[src/rtl/gated_event_counter_pkg.sv]
// Shared definitions for gated_event_counter: state encoding and hold counter width.
package gated_event_counter_pkg;

  localparam logic [1:0] ST_IDLE  = 2'd0;
  localparam logic [1:0] ST_ARMED = 2'd1;
  localparam logic [1:0] ST_HOLD  = 2'd2;
  localparam logic [1:0] ST_SAT   = 2'd3;

  // Width of the post-disarm hold counter (HOLD_CYCLES is limited to 1..255).
  localparam int HOLD_W = 8;

  typedef enum logic [1:0] {
    IDLE  = ST_IDLE,
    ARMED = ST_ARMED,
    HOLD  = ST_HOLD,
    SAT   = ST_SAT
  } state_t;

endpackage

[src/rtl/data_edge_detect.sv]
// Registers the previous data sample and produces the qualifying-event strobe.
// Build option GATED_EVENT_COUNTER_EDGE_EN: defined = rising edges only,
// undefined = every cycle with data high.
module data_edge_detect (
  input  logic clk,
  input  logic rst_n,
  input  logic data,
  output logic evt
);

  logic data_q;

  // One-cycle delayed copy of data, updated every cycle regardless of FSM state.
  always_ff @(posedge clk or negedge rst_n) begin
    if (!rst_n) data_q <= 1'b0;
    else        data_q <= data;
  end

`ifdef GATED_EVENT_COUNTER_EDGE_EN
  assign evt = data & ~data_q;
`else
  // Level mode: data_q is kept so both builds share the same register set,
  // but it does not take part in qualification.
  logic unused_data_q;
  assign unused_data_q = data_q;
  assign evt = data;
`endif

endmodule

[src/rtl/gated_event_counter.sv]
// Gated event counter: counts qualifying events on data while an arm/hold
// window is open, saturates at all-ones, and pulses valid when a window
// closes normally. Edge/level qualification is selected by the
// GATED_EVENT_COUNTER_EDGE_EN macro inside data_edge_detect.
// Output semantics: valid is a single-cycle strobe (no ready/backpressure);
// it is high for exactly the cycle after the HOLD-to-IDLE edge and count is
// stable while it is high.
module gated_event_counter
  import gated_event_counter_pkg::*;
#(
  parameter int WIDTH       = 8,
  parameter int HOLD_CYCLES = 4
) (
  input  logic             clk,
  input  logic             rst_n,
  input  logic             data,
  input  logic             arm,
  input  logic             clear,
  output logic [WIDTH-1:0] count,
  output logic             gate,
  output logic             sat,
  output logic             valid
);

  localparam logic [WIDTH-1:0]  ONE       = WIDTH'(1);
  localparam logic [WIDTH-1:0]  MAX       = {WIDTH{1'b1}};
  localparam logic [HOLD_W-1:0] HOLD_LOAD = HOLD_W'(HOLD_CYCLES - 1);

  state_t            state_q, state_d;
  logic [HOLD_W-1:0] hold_q, hold_d;
  logic [WIDTH-1:0]  count_d;
  logic              gate_d, sat_d, valid_d;
  logic              evt;
  logic              hits_max;

  data_edge_detect u_edge (
    .clk   (clk),
    .rst_n (rst_n),
    .data  (data),
    .evt   (evt)
  );

  // A qualifying event that would bring the count to all-ones.
  assign hits_max = evt && (count == (MAX - ONE));

  // Next-state, next-count and registered-output decode; clear overrides all.
  always_comb begin
    state_d = state_q;
    count_d = count;
    hold_d  = hold_q;
    valid_d = 1'b0;
    if (clear) begin
      state_d = IDLE;
      count_d = '0;
      hold_d  = '0;
    end else begin
      case (state_q)
        IDLE: begin
          if (arm) begin
            state_d = ARMED;
            count_d = '0;
          end
        end
        ARMED: begin
          if (evt) count_d = count + ONE;
          if (hits_max) begin
            state_d = SAT;
          end else if (!arm) begin
            state_d = HOLD;
            hold_d  = HOLD_LOAD;
          end
        end
        HOLD: begin
          if (evt) count_d = count + ONE;
          if (hits_max) begin
            state_d = SAT;
          end else if (arm) begin
            state_d = ARMED;
          end else if (hold_q == '0) begin
            state_d = IDLE;
            valid_d = 1'b1;
          end else begin
            hold_d = hold_q - HOLD_W'(1);
          end
        end
        SAT: begin
          state_d = SAT;
        end
        default: begin
          state_d = IDLE;
        end
      endcase
    end
    gate_d = (state_d == ARMED) || (state_d == HOLD);
    sat_d  = (state_d == SAT);
  end

  // State, counters and all outputs are registered from the decoded next values.
  always_ff @(posedge clk or negedge rst_n) begin
    if (!rst_n) begin
      state_q <= IDLE;
      hold_q  <= '0;
      count   <= '0;
      gate    <= 1'b0;
      sat     <= 1'b0;
      valid   <= 1'b0;
    end else begin
      state_q <= state_d;
      hold_q  <= hold_d;
      count   <= count_d;
      gate    <= gate_d;
      sat     <= sat_d;
      valid   <= valid_d;
    end
  end

endmodule

[config.mk]
export PLATFORM = sky130hd
export DESIGN_NAME = gated_event_counter
export DESIGN_NICKNAME = d
export VERILOG_FILES = /design/src/rtl/gated_event_counter_pkg.sv /design/src/rtl/data_edge_detect.sv /design/src/rtl/gated_event_counter.sv
export SDC_FILE = /design/constraint.sdc
export NUM_CORES = 1
export LEC_CHECK = 0
export ABC_AREA = 0
export CORE_ASPECT_RATIO = 1.2
export CORE_UTILIZATION = 61
export CTS_BUF_LIST = sky130_fd_sc_hd__clkbuf_2 sky130_fd_sc_hd__clkbuf_4 sky130_fd_sc_hd__clkbuf_8
export DETAILED_ROUTE_END_ITERATION = 12
export GPL_TIMING_DRIVEN = 0
export PLACE_DENSITY = 0.95
export RECOVER_POWER = 25
export SLEW_MARGIN = 20
export SYNTH_ARGS = -nofsm -noshare
export SYNTH_HDL_FRONTEND = slang
export SYNTH_SLANG_ARGS = --single-unit
[constraint.sdc]
create_clock -name clk -period 4.5 [get_ports clk]
set_input_delay 0.45 -clock clk [delete_from_list [all_inputs] [get_ports clk]]
set_output_delay 0.45 -clock clk [all_outputs]
set_load 0.02 [all_outputs]
Word level (Yosys, flattened, before mapping). Index checks and enable logic that the tools add are counted.

$add $sub $neg: 2. Equality and inequality tests: 14. Mux-type cells: 24. Reductions and logical operators: 9.

Operators by type and width (number): two-way mux 8 bit (9); case mux 8 bit (2 select lines) (2); inequality test 3 bit (second input constant) (6); two-way mux 2 bit (7); adder 8 x 1 -> 8 bit (second input constant) (1); == test 2 bit (second input constant) (4); == test 8 bit (second input constant) (1); logical NOT 8 bit (1); case mux 2 bit (4 select lines) (1); subtractor 8 x 1 -> 8 bit (second input constant) (1); AND reduction 6 bit (1); nonzero test 3 bit (2); two-way mux 1 bit (5); == test 2 x 1 -> 1 bit (second input constant) (2); inequality test 3 x 1 -> 1 bit (second input constant) (1); AND reduction 3 bit (1); logical NOT 2 bit (1); OR reduction 2 bit (1); logical AND 1 bit (1); logical OR 1 bit (1).

Register bits: 21. Input bits: 5.

Logic depth before layout (Yosys ltp). Gate-level depths: netlist of run 1.

Depth after elaboration: 8. Depth in mapped cells: 7. Gate-level depth less buffers: 7.

By module. From an unflattened synthesis of run 1, not the netlist that was laid out.

Cell total of the unflattened synthesis: 143. Area, all modules: 1410.1 um^2.

By module, submodules not included: gated_event_counter (instances 1, cells each 142, area each 1402.6 um^2, seq. area each 525.5 um^2); data_edge_detect (instances 1, cells each 1, area each 7.5 um^2, seq. area each 0.0 um^2).

Worst setup path after synthesis of run 1. Ideal clock, no wire load.

Kind: register -> register. From: register count[0]. To: register gate. Arrival: 1742 ps. Data required time: 4374 ps. Path slack: 2632 ps. Cell stages (with the launch flop): 8. Path buffers: 0. Clock period less this slack: 1868 ps. Cells stage by stage: dfrtp_1 inv_1 ha_1 nand3_1 nor3_2 a22oi_1 a311oi_1 ha_1.

Longest elaborated chain between the ends: 7. Elaborated cells between the ends (all ways): 9. Those cells by class: eq/ne (3); mux (4); reduce/logical (2).

RTL lines: start: declaration (line gated_event_counter.sv:19) `output logic [WIDTH-1:0] count,`; start signal: assignment (line gated_event_counter.sv:110) `count <= count_d;`; == test 8 bit (*) (line gated_event_counter.sv:44) `assign hits_max = evt && (count == (MAX - ONE));`; logical AND 1 bit (*) (line gated_event_counter.sv:44); two-way mux 2 bit (on tied branches) (line gated_event_counter.sv:75, gated_event_counter.sv:66); case mux 2 bit (4 select lines) (*) (line gated_event_counter.sv:57) `case (state_q)`; two-way mux 2 bit (*) (line gated_event_counter.sv:52) `if (clear) begin`; named net state_d[1] (line gated_event_counter.sv:29) `state_t state_q, state_d;`; == test 2 x 1 -> 1 bit / == test 2 bit (equally long branches) (line gated_event_counter.sv:94) `gate_d = (state_d == ARMED) || (state_d == HOLD);`; logical OR 1 bit (*) (line gated_event_counter.sv:94); named net gate_d (line gated_event_counter.sv:32) `logic gate_d, sat_d, valid_d;`; end signal: assignment (line gated_event_counter.sv:111) `gate <= gate_d;`; end: declaration (line gated_event_counter.sv:20) `output logic gate,`.

Mark *: on every way through the listed nets, which the timed path passes. The rest lies on a longest branch. A chain may end at the register's enable or synchronous reset.

Final worst setup path of run 1.
From: input port data. To: register gate.

Longest elaborated chain between the ends: 6. Elaborated cells between the ends (all ways): 8. Those cells by class: eq/ne (2); mux (4); reduce/logical (2).

RTL lines: start: declaration (line gated_event_counter.sv:16) `input logic data,`; logical AND 1 bit (*) (line gated_event_counter.sv:44); two-way mux 2 bit (on tied branches) (line gated_event_counter.sv:75, gated_event_counter.sv:66); case mux 2 bit (4 select lines) (*) (line gated_event_counter.sv:57); two-way mux 2 bit (*) (line gated_event_counter.sv:52); named net state_d[1] (line gated_event_counter.sv:29); == test 2 x 1 -> 1 bit / == test 2 bit (equally long branches) (line gated_event_counter.sv:94); logical OR 1 bit (*) (line gated_event_counter.sv:94); named net gate_d (line gated_event_counter.sv:32).

Marked as above.

==> impl_metrics.env, run 1 <==
export IMPL_status="finished clean"
export IMPL_fill_cells=134
export IMPL_via_per_inst=6.503
export IMPL_fp_dieH_um=53.03
export IMPL_rsz0062_at_grt="false"
export IMPL_clk_pin_slew_worst_paths_ns=0.12
export IMPL_synth_fp_nets=155
export IMPL_core_area_sq_mm=0.002049
export IMPL_top_layer="met4"
export IMPL_critical_path_slowest_cell="clkdlybuf4s50_1"
export IMPL_cap_viol_max_count=0
export IMPL_critPathMaxStageDelay_ns=0.52
export IMPL_antenna_cells=0
export IMPL_portBuffers=15
export IMPL_period_needed_ns=2.193
export IMPL_final_layout_size_suffix_gt1_share_pct=8.176
export IMPL_initial_core_util_pct=64.59
export IMPL_areaGrowthSynthToFinish_pct=16.45
export IMPL_nets=175
export IMPL_async_reset_ff_share_pct=100.0
export IMPL_slew_headroom_pct=38.18
export IMPL_grt_use_total_pct=27.23
export IMPL_die_area_sq_mm=0.002361
export IMPL_synth_distinct_cells=41
export IMPL_startpoint_type="input port"
export IMPL_wl_met2_um=1549
export IMPL_ir_drop_uv=439.3
export IMPL_p_per_area_mw_per_mm2=482.1
export IMPL_skew_ns=0.009618
export IMPL_route_vias_total=1229
export IMPL_routed_wl_met3_um=127
export IMPL_path_cells="clkdlybuf4s50_1 > nand3_1 > nor3_2 > a22oi_1 > a311oi_1 > ha_1"
export IMPL_grt_max_degree=22
export IMPL_end_kind="flop"
export IMPL_hpwl_um=2155
export IMPL_avgSynthCellArea_sq_um=9.456
export IMPL_synth_cells=140
export IMPL_grt_pass1_wl_um=4692
export IMPL_clockBufferDepth=2
export IMPL_worstMarginPinSlew_ns=0.9243
export IMPL_dr_pass1_iters=4
export IMPL_finalCritPeriodShare_pct=48.74
export IMPL_drtIter0Drc=54
export IMPL_holdBufCountCts=0
export IMPL_finalSetupViolations=0
export IMPL_grt_overflow=0
export IMPL_drc=0
export IMPL_fin_total_pwr_uw=743.1
export IMPL_clkLatencyLatePin_ns=0.31
export IMPL_fp_row_count=18
export IMPL_path_max_fanout=4
export IMPL_stdcell_count=189
export IMPL_cts_tree="done"
export IMPL_clock_sinks=21
export IMPL_slew_viol_final=0
export IMPL_cts_made_buffers=3
export IMPL_syn_area_sq_mm=0.001324
export IMPL_gp_congestion=0.9012
export IMPL_cp_required_ns=4.70
export IMPL_htree_levels=1
export IMPL_root_buffer="clkbuf_4"
export IMPL_crit_family="compound AO/OA/AOI/OAI gates"
export IMPL_wl_um=2960
export IMPL_postCtsResizedCells=0
export IMPL_drt_met1_wl_um=1231
export IMPL_cp_num_buf_inv=1
export IMPL_finalHoldViolCount=0
export IMPL_routedWlPerCell_um=15.66
export IMPL_hold_path_class="reg2reg"
export IMPL_dp_cells=185
export IMPL_synth_edf_count=0
export IMPL_p_leak_nw=0.6444
export IMPL_setup_tns_ns=0
export IMPL_ant_nets=0
export IMPL_synth_warnings=0
export IMPL_synthFlopType="dfrtp_1"
export IMPL_die_w_um=44.53
export IMPL_ios=16
export IMPL_critPathArrivalTime_ns=2.39
export IMPL_grt_pass1_vias=1107
export IMPL_ys_seq_area_share_pct=39.70
export IMPL_fmax_mhz=456.0
export IMPL_worstSetupPathType="in2reg"
export IMPL_yosys_register_bits=21
export IMPL_antenna_found_initial=0
export IMPL_post_cts_setup_buffers=0
-- worst register-to-register path: cells and delay by family, from the launching register on --
family	cells	cell delay [ns]
adders and majority gates	2	0.45
AOI/OAI and AO/OA	2	0.59
DFF	1	0.46
and+or+nand+nor	2	0.50
buffers and inverters	1	0.09
-- area by class of cell --
type	count	area, sq um	share of cell area, %
Tap cell	30	37.54	2.435
Sequential cell	21	525.5	34.09
Timing Repair Buffer	15	150.1	9.740
Multi-Input combinational cell	109	757.0	49.11
Buffer	4	18.77	1.218
Inverter	6	22.52	1.461
Clock buffer	4	30.03	1.948
-- through the flow --
step	util, %	area [sq um]	hold slack [ns]	setup WS [ns]
floorplan	-	1324	0.1544	2.632
global placement	73.75	1511	0.5164	2.151
detailed placement	73.75	1511	0.5126	2.074
CTS	75.21	1541	0.5283	2.363
global route	75.21	1541	0.5433	2.173
finish	75.21	1541	0.5364	2.307
-- synthesized netlist by cell type, types with 2 or more instances --
master	instances	area share, %
dfrtp_1	21	40
o21ai_1	12	4.5
ha_1	10	9.5
o31ai_1	10	5.7
a21oi_1	9	3.4
nand3_1	8	3.0
nand2_1	7	2.0
inv_1	6	1.7
or4_1	6	3.4
nor2_1	5	1.4
and3_1	4	1.9
buf_2	3	1.1
nand2b_1	3	1.4
nand3b_1	3	1.7
or3_1	3	1.4
and4_1	2	1.3
nand4_1	2	0.95
nor4_1	2	0.95
o21ai_0	2	0.76
-- state kept, by name (all words and copies together), names as in the netlist --
name / cells
valid: 1
sat: 1
state_q: 2
count: 8
gate: 1
hold_q: 8
-- power by group --
group          switching (mW)  internal, mW  total, mW
Sequential             0.0405         0.227      0.268
Clock                  0.0568        0.0407     0.0975
Combinational           0.225         0.153      0.378
Total                   0.322         0.421      0.743
-- worst paths after layout --
check | from | end | slack (ns) | cells past startpoint
max | data | gate | 2.31 | 6
min in group asynchronous | rst_n | hold_q[4] | 0.71 | 1
max in group asynchronous | rst_n | state_q[1] | 3.22 | 1
min | count[7] | count[7] | 0.54 | 1
max reg2reg | count[0] | gate | 2.32 | 7
min reg2reg | count[7] | count[7] | 0.54 | 1
-- layer usage --
metal	up-vias	GRT usage [%]
met5	-	0
met4	0	14.65
met3	8	5.119
met2	37	48.04
met1	607	30.35
li1	577	-
-- logic make-up (layout without fill, tap and decap cells) --
family,after synthesis,in the layout,synth area share [%]
flip-flops,21,21,39.70
adder cells (fa/ha/maj),10,10,9.452
AO/OA/AOI/OAI,43,43,20.98
multiplexers,2,2,1.607
AND/OR/NAND/NOR,54,54,25.14
buffers and inverters,10,29,3.118
-- placed cells by master (no fill, tap or decap), types with 4 or more instances in the layout --
cell type / n
dfrtp_1: 21
clkdlybuf4s50_1: 14
o21ai_1: 12
o31ai_1: 10
ha_1: 10
a21oi_1: 9
nand3_1: 8
nand2_1: 7
inv_1: 6
or4_1: 6
nor2_1: 5
and3_1: 4
clkbuf_4: 4
Note: power is estimated with default switching activity, not from simulation.
==> inputs of run 2 (changes only) <==
CORE_UTILIZATION = 57   (was 61)
PLACE_DENSITY = 0.92   (was 0.95)
clock period = 2.1 ns   (was 4.5 ns; I/O delays follow)
==> run 2 against run 1 <==
Effect of this change: register-to-register slack worse by 2.2 ns; global-route usage grew 0.83 points; critical path type is now reg2reg; worst setup slack got worse by 2.2 ns; flip-flop and latch count unchanged; non-clock buffer count grew 1; final area is 2.0% higher.
==> impl_metrics.env, run 2 (synthesis gave the netlist of run 1 again) <==
export IMPL_cts_tree="done"
export IMPL_htree_levels=1
export IMPL_areaGrowthSynthToFinish_pct=18.81
export IMPL_ant_nets=0
export IMPL_fmax_mhz=501.1
export IMPL_clkLatencyLatePin_ns=0.31
export IMPL_portBuffers=15
export IMPL_p_leak_nw=0.6603
export IMPL_antenna_cells=0
export IMPL_dp_cells=185
export IMPL_cts_made_buffers=3
export IMPL_grt_use_total_pct=28.06
export IMPL_clk_pin_slew_worst_paths_ns=0.12
export IMPL_clockBufferDepth=2
export IMPL_rsz0062_at_grt="false"
export IMPL_grt_pass1_vias=1108
export IMPL_grt_max_degree=22
export IMPL_antenna_found_initial=0
export IMPL_cp_required_ns=2.34
export IMPL_finalSetupViolations=0
export IMPL_dr_pass1_iters=4
export IMPL_finalCritPeriodShare_pct=95.03
export IMPL_fin_total_pwr_mw=1.629
export IMPL_ios=16
export IMPL_grt_overflow=0
export IMPL_drc=0
export IMPL_route_vias_total=1239
export IMPL_gp_congestion=0.8992
export IMPL_hold_path_class="in2async"
export IMPL_worst_hold_slack_ns=0.4836
export IMPL_die_area_sq_mm=0.002520
export IMPL_fp_dieH_um=54.79
export IMPL_routedWlPerCell_um=16.25
export IMPL_drtIter0Drc=32
export IMPL_holdBufCountCts=0
export IMPL_initial_core_util_pct=62.53
export IMPL_layout_common_cells="dfrtp_1 (19), clkdlybuf4s50_1 (14), o21ai_1 (12)"
export IMPL_root_buffer="clkbuf_4"
export IMPL_worstSetupPathType="reg2reg"
export IMPL_clock_sinks=21
export IMPL_core_area_sq_mm=0.002117
export IMPL_reg_largest_list="count: 8 flops, hold_q: 8 flops, state_q: 2 flops"
export IMPL_period_needed_ns=1.996
export IMPL_grt_pass1_wl_um=5030
export IMPL_finalHoldViolCount=0
export IMPL_fp_row_count=18
export IMPL_startpoint_type="flop"
export IMPL_slew_headroom_pct=35.57
export IMPL_cap_viol_max_count=0
export IMPL_critPathArrivalTime_ns=2.24
export IMPL_hpwl_um=2248
export IMPL_setup_tns_ns=0
export IMPL_die_w_um=45.99
export IMPL_skew_ns=0.001859
export IMPL_via_per_inst=6.521
export IMPL_final_layout_size_suffix_gt1_share_pct=12.50
export IMPL_place_ws_ns=-0.09645
export IMPL_ir_drop_uv=649.7
export IMPL_final_common_cell="dfrtp_1"
export IMPL_wl_um=3088
export IMPL_stdcell_count=190
export IMPL_end_kind="flop"
export IMPL_slew_viol_final=0
export IMPL_path_max_fanout=6
export IMPL_fin_ws_ns=0.1045
export IMPL_p_per_area_mw_per_mm2=1036
export IMPL_nets=176
export IMPL_status="finished clean"
export IMPL_worstMarginPinSlew_ns=0.9633
[run 2: cell types whose count changed in the layout (fill, tap and decap cells not counted), sizes merged]
cell	previous run	this run
clkinv	0	1
[run 2: worst max-delay path, cell delays in order (launching register included)]
cell	delay, ns
dfrtp_2	0.46
inv_1	0.11
ha_2	0.26
o21ai_1	0.11
or3_1	0.35
or4_1	0.48
a21oi_1	0.16
[run 2: power breakdown]
| part | switching, mW | leakage [nW] | internal [mW] |
|---|---|---|---|
| Clock | 0.133 | 0.0177 | 0.0712 |
| Sequential | 0.0845 | 0.285 | 0.490 |
| Combinational | 0.500 | 0.358 | 0.350 |
[run 2: final timing paths]
path                            start         end  slack [ns]  cells after the start
min in group clk             count[7]    count[7]        0.53                      1
setup reg to reg           state_q[1]   hold_q[4]        0.10                      6
hold reg to reg              count[7]    count[7]        0.53                      1
setup / recovery           state_q[1]   hold_q[4]        0.10                      6
max in group asynchronous       rst_n  state_q[1]        0.97                      1
hold / removal                  rst_n   hold_q[4]        0.48                      1
[run 2: what timing repair did]
item / in CTS / in global routing
pin swaps: 0 / 1
buffers inserted: 0 / 1
setup endpoints to repair: 1 / 11
gates resized for setup: 1 / 7
[run 2: layer usage]
metal  wire length (um)  track usage (%)
met5                  0                0
met4                 56            11.76
met2               1638            49.77
met3                157            2.310
met1               1235            34.39
[run 2: area by class of cell]
| type | instances | area, sq um |
|---|---|---|
| Multi-Input combinational cell | 109 | 778.2 |
| Clock buffer | 3 | 22.52 |
| Fill cell | 171 | 544.3 |
| Inverter | 6 | 22.52 |
| Tap cell | 30 | 37.54 |
| Sequential cell | 21 | 528.0 |
| Timing Repair Buffer | 16 | 157.7 |
| Buffer | 4 | 21.27 |
| Clock inverter | 1 | 5.005 |
[run 2: metrics by stage]
| step | cell area (sq um) | util (%) |
|---|---|---|
| 2_1_floorplan | 1324 | - |
| 3_3_place_gp | 1511 | 71.39 |
| 3_5_place_dp | 1511 | 71.39 |
| 4_1_cts | 1545 | 72.99 |
| 5_1_grt | 1573 | 74.29 |
| 6_report | 1573 | 74.29 |
